### src/rtl/block_stream_tx.sv
// -----------------------------------------------------------------------------
// block_stream_tx
// Reads a frame from a frame buffer in BLOCK_DIM x BLOCK_DIM tiles and streams
// it out one pixel per cycle. Blocks are visited in raster order (block column
// fastest). Pixels inside a block are also visited in raster order (x fastest).
// Each block is released only when the downstream consumer raises block_ready.
// Once a block starts, it is read without stalls.
//
// Ports
//   clk, rst_n          clock (rising edge), asynchronous active-low reset
//   start               one-cycle frame request; accepted only when idle and
//                       both dimensions are nonzero
//   frame_width/height  frame size in pixels, multiples of BLOCK_DIM, latched
//                       on an accepted start
//   block_ready         downstream can take the next block
//   mem_rd_en/mem_addr  frame-buffer read port, addr = y*frame_width + x
//   mem_rdata           read data, valid the cycle after mem_rd_en
//   data_out/data_valid streamed pixel and qualifier (read + 1 cycle)
//   start_/end_of_frame first / last pixel of the frame
//   start_/end_of_block first / last pixel of each block
//   busy                accepted start .. last pixel emitted
//
// Optional feature (macro BLOCK_STREAM_TX_COUNT_EN):
//   blocks_per_frame    (W/BLOCK_DIM)*(H/BLOCK_DIM), latched on accepted start
//   block_idx           0-based index of the block currently on data_out
// -----------------------------------------------------------------------------
module block_stream_tx #(
  parameter int unsigned DATA_WIDTH = 8,
  parameter int unsigned BLOCK_DIM  = 8,
  parameter int unsigned ADDR_WIDTH = 20
) (
  input  logic                  clk,
  input  logic                  rst_n,
  input  logic                  start,
  input  logic [15:0]           frame_width,
  input  logic [15:0]           frame_height,
  input  logic                  block_ready,
  output logic                  mem_rd_en,
  output logic [ADDR_WIDTH-1:0] mem_addr,
  input  logic [DATA_WIDTH-1:0] mem_rdata,
  output logic [DATA_WIDTH-1:0] data_out,
  output logic                  data_valid,
  output logic                  start_of_frame,
  output logic                  end_of_frame,
  output logic                  start_of_block,
  output logic                  end_of_block,
  output logic                  busy
`ifdef BLOCK_STREAM_TX_COUNT_EN
  ,
  output logic [31:0]           blocks_per_frame,
  output logic [31:0]           block_idx
`endif
);

  localparam int unsigned CNT_W   = 32;
  localparam int unsigned LOG2_BD = $clog2(BLOCK_DIM);
  localparam logic [CNT_W-1:0] BD_W   = CNT_W'(BLOCK_DIM);
  localparam logic [CNT_W-1:0] BD_MAX = CNT_W'(BLOCK_DIM - 1);

  typedef enum logic [1:0] {
    IDLE       = 2'd0,
    WAIT_READY = 2'd1,
    STREAM     = 2'd2,
    DRAIN      = 2'd3
  } state_t;

  state_t r_state;
  state_t w_state_nxt;
  logic   w_accept;
  logic   w_issue;

  // Latched frame geometry
  logic [15:0]      r_fw;
  logic [15:0]      r_fh;
  logic [CNT_W-1:0] r_span;       // (BLOCK_DIM-1) * frame_width

  // Position of the next pixel to be read
  logic [CNT_W-1:0] r_px;         // x inside block
  logic [CNT_W-1:0] r_py;         // y inside block
  logic [CNT_W-1:0] r_col_base;   // x of current block's left edge
  logic [CNT_W-1:0] r_row_base;   // y of current block row's top edge
  logic [CNT_W-1:0] r_line_addr;  // (r_row_base + r_py) * frame_width
  logic [CNT_W-1:0] r_blk_cnt;    // index of the block being read

  // Read stage (aligned with mem_rd_en)
  logic                  r_rd_en;
  logic [ADDR_WIDTH-1:0] r_addr;
  logic                  r_sof_s1;
  logic                  r_eof_s1;
  logic                  r_sob_s1;
  logic                  r_eob_s1;

  // Output stage (aligned with mem_rdata)
  logic r_valid;
  logic r_sof;
  logic r_eof;
  logic r_sob;
  logic r_eob;
  logic r_busy;

  logic             w_last_px;
  logic             w_last_py;
  logic             w_last_col;
  logic             w_last_row;
  logic [CNT_W-1:0] w_addr_sum;

  assign w_last_px  = (r_px == BD_MAX);
  assign w_last_py  = (r_py == BD_MAX);
  assign w_last_col = ((r_col_base + BD_W) == CNT_W'(r_fw));
  assign w_last_row = ((r_row_base + BD_W) == CNT_W'(r_fh));
  assign w_addr_sum = r_line_addr + r_col_base + r_px;

  // State register
  always_ff @(posedge clk or negedge rst_n) begin
    if (!rst_n) begin
      r_state <= IDLE;
    end else begin
      r_state <= w_state_nxt;
    end
  end

  // Next-state logic; w_issue marks a cycle whose following cycle carries a read
  always_comb begin
    w_state_nxt = r_state;
    w_accept    = 1'b0;
    w_issue     = 1'b0;
    case (r_state)
      IDLE: begin
        if (start && (frame_width != 16'd0) && (frame_height != 16'd0)) begin
          w_accept    = 1'b1;
          w_state_nxt = WAIT_READY;
        end
      end
      WAIT_READY: begin
        if (block_ready) begin
          w_issue     = 1'b1;
          w_state_nxt = STREAM;
        end
      end
      STREAM: begin
        // The block's last read is on the port now; leave after it
        if (r_eob_s1) begin
          w_state_nxt = DRAIN;
        end else begin
          w_issue = 1'b1;
        end
      end
      DRAIN: begin
        // r_eof is high exactly in the DRAIN cycle that follows the frame's last read
        w_state_nxt = r_eof ? IDLE : WAIT_READY;
      end
      default: w_state_nxt = IDLE;
    endcase
  end

  // Frame geometry and read-position counters
  always_ff @(posedge clk or negedge rst_n) begin
    if (!rst_n) begin
      r_fw        <= '0;
      r_fh        <= '0;
      r_span      <= '0;
      r_px        <= '0;
      r_py        <= '0;
      r_col_base  <= '0;
      r_row_base  <= '0;
      r_line_addr <= '0;
      r_blk_cnt   <= '0;
    end else if (w_accept) begin
      r_fw        <= frame_width;
      r_fh        <= frame_height;
      r_span      <= (CNT_W'(frame_width) << LOG2_BD) - CNT_W'(frame_width);
      r_px        <= '0;
      r_py        <= '0;
      r_col_base  <= '0;
      r_row_base  <= '0;
      r_line_addr <= '0;
      r_blk_cnt   <= '0;
    end else if (w_issue) begin
      if (w_last_px) begin
        r_px <= '0;
        if (w_last_py) begin
          r_py      <= '0;
          r_blk_cnt <= r_blk_cnt + CNT_W'(1);
          if (w_last_col) begin
            // Next block row: one line below the block's last line
            r_col_base  <= '0;
            r_row_base  <= r_row_base + BD_W;
            r_line_addr <= r_line_addr + CNT_W'(r_fw);
          end else begin
            // Next block to the right: back up to the block's first line
            r_col_base  <= r_col_base + BD_W;
            r_line_addr <= r_line_addr - r_span;
          end
        end else begin
          r_py        <= r_py + CNT_W'(1);
          r_line_addr <= r_line_addr + CNT_W'(r_fw);
        end
      end else begin
        r_px <= r_px + CNT_W'(1);
      end
    end
  end

  // Read stage: strobe, address and markers for the pixel being read
  always_ff @(posedge clk or negedge rst_n) begin
    if (!rst_n) begin
      r_rd_en  <= 1'b0;
      r_addr   <= '0;
      r_sof_s1 <= 1'b0;
      r_eof_s1 <= 1'b0;
      r_sob_s1 <= 1'b0;
      r_eob_s1 <= 1'b0;
    end else begin
      r_rd_en  <= w_issue;
      r_sof_s1 <= 1'b0;
      r_eof_s1 <= 1'b0;
      r_sob_s1 <= 1'b0;
      r_eob_s1 <= 1'b0;
      if (w_issue) begin
        r_addr   <= ADDR_WIDTH'(w_addr_sum);
        r_sob_s1 <= (r_px == '0) && (r_py == '0);
        r_eob_s1 <= w_last_px && w_last_py;
        r_sof_s1 <= (r_px == '0) && (r_py == '0) && (r_blk_cnt == '0);
        r_eof_s1 <= w_last_px && w_last_py && w_last_col && w_last_row;
      end
    end
  end

  // Output stage: read-stage signals delayed one cycle to meet the read data
  always_ff @(posedge clk or negedge rst_n) begin
    if (!rst_n) begin
      r_valid <= 1'b0;
      r_sof   <= 1'b0;
      r_eof   <= 1'b0;
      r_sob   <= 1'b0;
      r_eob   <= 1'b0;
    end else begin
      r_valid <= r_rd_en;
      r_sof   <= r_sof_s1;
      r_eof   <= r_eof_s1;
      r_sob   <= r_sob_s1;
      r_eob   <= r_eob_s1;
    end
  end

  // Busy spans accepted start through the cycle carrying end_of_frame
  always_ff @(posedge clk or negedge rst_n) begin
    if (!rst_n) begin
      r_busy <= 1'b0;
    end else if (w_accept) begin
      r_busy <= 1'b1;
    end else if (r_eof) begin
      r_busy <= 1'b0;
    end
  end

`ifdef BLOCK_STREAM_TX_COUNT_EN
  logic [CNT_W-1:0] r_blk_s1;
  logic [CNT_W-1:0] r_blk_idx;
  logic [CNT_W-1:0] r_bpf;

  // Block count and per-pixel block index, pipelined like the markers
  always_ff @(posedge clk or negedge rst_n) begin
    if (!rst_n) begin
      r_blk_s1  <= '0;
      r_blk_idx <= '0;
      r_bpf     <= '0;
    end else begin
      if (w_accept) begin
        r_bpf <= CNT_W'(frame_width >> LOG2_BD) * CNT_W'(frame_height >> LOG2_BD);
      end
      if (w_issue) begin
        r_blk_s1 <= r_blk_cnt;
      end
      if (r_rd_en) begin
        r_blk_idx <= r_blk_s1;
      end
    end
  end

  assign blocks_per_frame = r_bpf;
  assign block_idx        = r_blk_idx;
`endif

  assign mem_rd_en      = r_rd_en;
  assign mem_addr       = r_addr;
  assign data_valid     = r_valid;
  assign start_of_frame = r_sof;
  assign end_of_frame   = r_eof;
  assign start_of_block = r_sob;
  assign end_of_block   = r_eob;
  assign busy           = r_busy;

  // Read data arrives in the data_valid cycle itself, so it is forwarded
  // rather than registered; gating keeps data_out at zero between pixels.
  assign data_out = r_valid ? mem_rdata : '0;

endmodule
### config.mk
export PLATFORM = sky130hd
export DESIGN_NAME = block_stream_tx
export DESIGN_NICKNAME = d
export VERILOG_FILES = /design/src/rtl/block_stream_tx.sv
export SDC_FILE = /design/constraint.sdc
export NUM_CORES = 1
export LEC_CHECK = 0
export ABC_AREA = 1
export CAP_MARGIN = 20
export CORE_MARGIN = 3
export CORE_UTILIZATION = 60
export DETAILED_ROUTE_END_ITERATION = 8
export GPL_TIMING_DRIVEN = 0
export PLACE_DENSITY = 0.79
export SYNTH_ARGS = -nofsm -noshare
export SYNTH_HDL_FRONTEND = slang
export SYNTH_SLANG_ARGS = --single-unit
### constraint.sdc
create_clock -name clk -period 3.2 [get_ports clk]
set_clock_uncertainty 0.05 [all_clocks]
set_input_delay 0.96 -clock clk [delete_from_list [all_inputs] [get_ports clk]]
set_output_delay 0.96 -clock clk [all_outputs]
set_load 0.05 [all_outputs]
==> impl_metrics.py <==
metrics = {
    "outcome": {
        "status": "completed",
    },
    "pwr": {
        "p_seq_share_pct": 34.5,
        "powerDensity_mw_per_mm2": 626.5,
        "p_int_uw": 7549,
        "clockPowerShare_pct": 26.7,
        "switchingPower_uw": 5551,
        "ir_worst_vdd_mv": 0.4081,
        "p_leak_uw": 0.01004,
        "swShare_pct": 42.37,
        "p_comb_share_pct": 38.8,
        "power.total_uw": 13100,
    },
    "run": {
        "cap_violations": 0,
    },
    "layout": {
        "layout-drive-gt1-share_pct": 5.377,
        "antenna_cells": 0,
        "fin_cells": 3124,
        "final_util_pct": 69.99,
        "layout-area-overhead-vs-synth_pct": 13.93,
        "finalNetCount": 2856,
        "fillers": 2540,
    },
    "routing": {
        "viasPerCell": 5.833,
        "first_iter_violations": 1655,
        "ant_nets": 0,
        "drt_first_pass_iters": 7,
        "num_vias": 18220,
        "drt-total-wl_um": 55610,
        "remaining_drc_errors": 0,
        "wl_per_cell_um": 17.80,
    },
    "global_routing": {
        "track_usage_pct": 33.57,
        "antenna_found_initial": 0,
        "grt.overflow.total": 0,
        "grt_first_pass_wirelength_um": 90480,
        "grt_max_degree": 113,
        "first_global_vias": 17800,
    },
    "synthesis": {
        "synthFlopType": "dfrtp_1",
        "synthesis.nets": 2737,
        "ys_seq_elements": 258,
        "synth_top_cell_by_area": "dfrtp_1",
        "synth_area_leaders": "dfrtp_1 (35%), nand2_1 (15%), inv_1 (6.1%)",
        "async_reset_ff_share_pct": 100.0,
        "synthDistinctLibCells": 54,
        "avgSynthCellArea_um2": 7.081,
        "seq_area_frac_synth_pct": 35.18,
        "synth_edf_count": 0,
        "yosysTopAreaCellShare_pct": 35.18,
        "synthMostInstantiatedCell": "nand2_1",
        "syn_inst": 2592,
        "yosysWarnings": 0,
        "netlist_area_mm2": 0.01835,
        "synth_common_cells": "nand2_1 (710), inv_1 (299), nor2_1 (264), dfrtp_1 (258), nand3_1 (174)",
    },
    "setup_path": {
        "crit_top_cell": "nand3_1",
        "ff2ff_setup_slack_ns": 0.18,
        "path_class": "input port to flop",
        "crit_arrival_ns": 3.65,
        "path_buf_inv": 5,
        "max_stage_delay_ns": 0.54,
        "critPathCaptureType": "flop",
        "cp_slowest_cell": "clkdlybuf4s50_1",
        "path_delay_family": "buffers and inverters",
        "path_cells": "clkdlybuf4s50_1, inv_2, ha_1, nand2_2, nor3_2, nand3_1, o211a_4, nand2_4, inv_1, clkbuf_2, clkbuf_1, nand3_1, nand2_1",
        "cp_data_required_time_ns": 3.65,
        "cp_max_fo": 10,
        "cp-start-kind": "input port",
    },
    "timing": {
        "setup_viol_count_final": 0,
        "maxSlewHeadroom_pct": 37.81,
        "hold_viol_final": 0,
        "fmax_ghz": 0.3129,
        "finalCriticalPeriod_ns": 3.196,
        "holdWs_ns": 0.2079,
        "worst_pin_slew_ns": 0.9244,
        "fin_crit_sh_pct": 99.87,
        "drv_slew": 0,
        "rsz0062_at_grt": "true",
    },
    "placement": {
        "dp.cells": 3062,
        "hpwlAfterDp_um": 42840,
        "gp_congestion": 0.9374,
        "port_buffers": 78,
    },
    "cts": {
        "clock_sinks": 258,
        "clkTransAtPathRegs_ns": 0.06,
        "cts_buffers": 29,
        "cts_buffer_depth": 3,
        "cts_tree": "done",
        "h-tree-depth": 1,
        "cts-root-buf": "clkbuf_16",
        "worstSkewPairLatency_ns": 0.59,
    },
    "hold_path": {
        "hold_class": "input port to async pin",
    },
    "die": {
        "die_x_um": 180.9,
        "core_area_mm2": 0.02987,
        "rows": 63,
        "start_util_pct": 61.44,
        "die-area_mm2": 0.03272,
        "ios": 79,
        "dieHeight_um": 180.9,
    },
}
-- logic make-up (layout without fill, tap and decap cells) --
group | after synthesis | after routing | synth area share (%)
adder cells (fa/ha/maj) | 101 | 101 | 7.662
XOR/XNOR | 121 | 121 | 5.924
flip-flops | 258 | 258 | 35.18
AND/OR/NAND/NOR | 1380 | 1380 | 32.47
buffers and inverters | 367 | 509 | 7.881
AO/OA/AOI/OAI | 365 | 365 | 10.89
-- flip-flops by register name (all words and copies together), names as in the netlist, 19 cells and up --
name         count
r_line_addr     20
r_blk_cnt       32
r_col_base      29
r_row_base      29
mem_addr        20
r_span          19
r_py            32
r_px            32
-- power by group through the flow --
stage               Combinational [uW]  Clock [uW]  Sequential, uW
floorplan                         3090           0            4640
global placement                  4710           0            4530
detailed placement                4850           0            4550
CTS                               4940        3520            4500
global route                      5620        3660            4570
finish                            5080        3500            4510
-- worst reg2reg max path, cell delays in order (launching register included) --
cell and delay (ns):
dfrtp_2 0.45, ha_1 0.22, nand2_2 0.09, nor2_4 0.16
nand2_1 0.09, nor2_1 0.33, nand2_1 0.10, nand2_1 0.07
nand2_1 0.09, nor2_1 0.09, nand2_1 0.10, nor2_4 0.23
nand3_2 0.15, buf_6 0.18, nand2_4 0.10, buf_6 0.16
nand2_1 0.10, nand3_1 0.10, nand2_1 0.07
-- path summary, 6_finish.rpt --
path	from	to	cells after the start
hold / removal	rst_n	mem_addr[13]	1
setup / recovery	frame_width[0]	r_span[14]	13
max in group asynchronous	rst_n	r_fw[4]	3
hold reg to reg	r_sob_s1	start_of_block	0
min in group clk	r_sob_s1	start_of_block	0
setup reg to reg	r_col_base[4]	r_line_addr[15]	18
-- per-layer routing --
metal	GRT usage (%)	vias up	part of all wire, %
met2	56.43	787	46
met1	45.87	8533	43
met3	3.906	133	7.4
li1	-	8770	-
met5	0	-	0
met4	10.22	0	3.1
-- placed cells by master (no fill, tap or decap), types with 9 or more instances in the layout --
master	n
inv_1	297
buf_4	12
nand2_1	707
nor4_1	25
nor3_1	79
xnor2_1	50
clkbuf_2	17
ha_1	82
xor2_1	69
o31ai_1	13
clkbuf_1	26
nand3_1	173
nand3b_1	23
dfrtp_1	256
o22ai_1	16
buf_6	9
fa_1	19
clkdlybuf4s50_1	69
o21ai_0	156
nor2_1	261
a21oi_1	125
nand4_1	69
clkbuf_16	29
-- per-stage QoR --
stage                     area (um2)   TNS, ns  worst slack, ns
after global placement         19620  -2804.07           -9.887
final                          20910         0         0.004146
after detailed placement       19680   -275.08           -1.650
after floorplan                18350         0           0.2678
after global routing           20910  -0.06408         -0.06289
after CTS                      20800         0         0.001292
-- what timing repair did --
item,CTS,global route
hold endpoints to repair,0,0
hold buffers,0,0
buffers inserted,2,6
endpoints found under the setup margin,234,139
pin swaps,1,3
gates resized for setup,53,26
-- layout make-up --
type,instances,area [um2],share of cell area [%]
well taps,390,488.0,2.334
clock buffers,36,792.0,3.788
inverters,302,1139,5.445
multi-input cells,1967,10540,50.39
plain buffers,65,375.4,1.795
repair buffers,88,915.9,4.380
clock inverters,18,203.9,0.9753
flip-flops and latches,258,6459,30.89
Power figures use the tool's default switching activity.
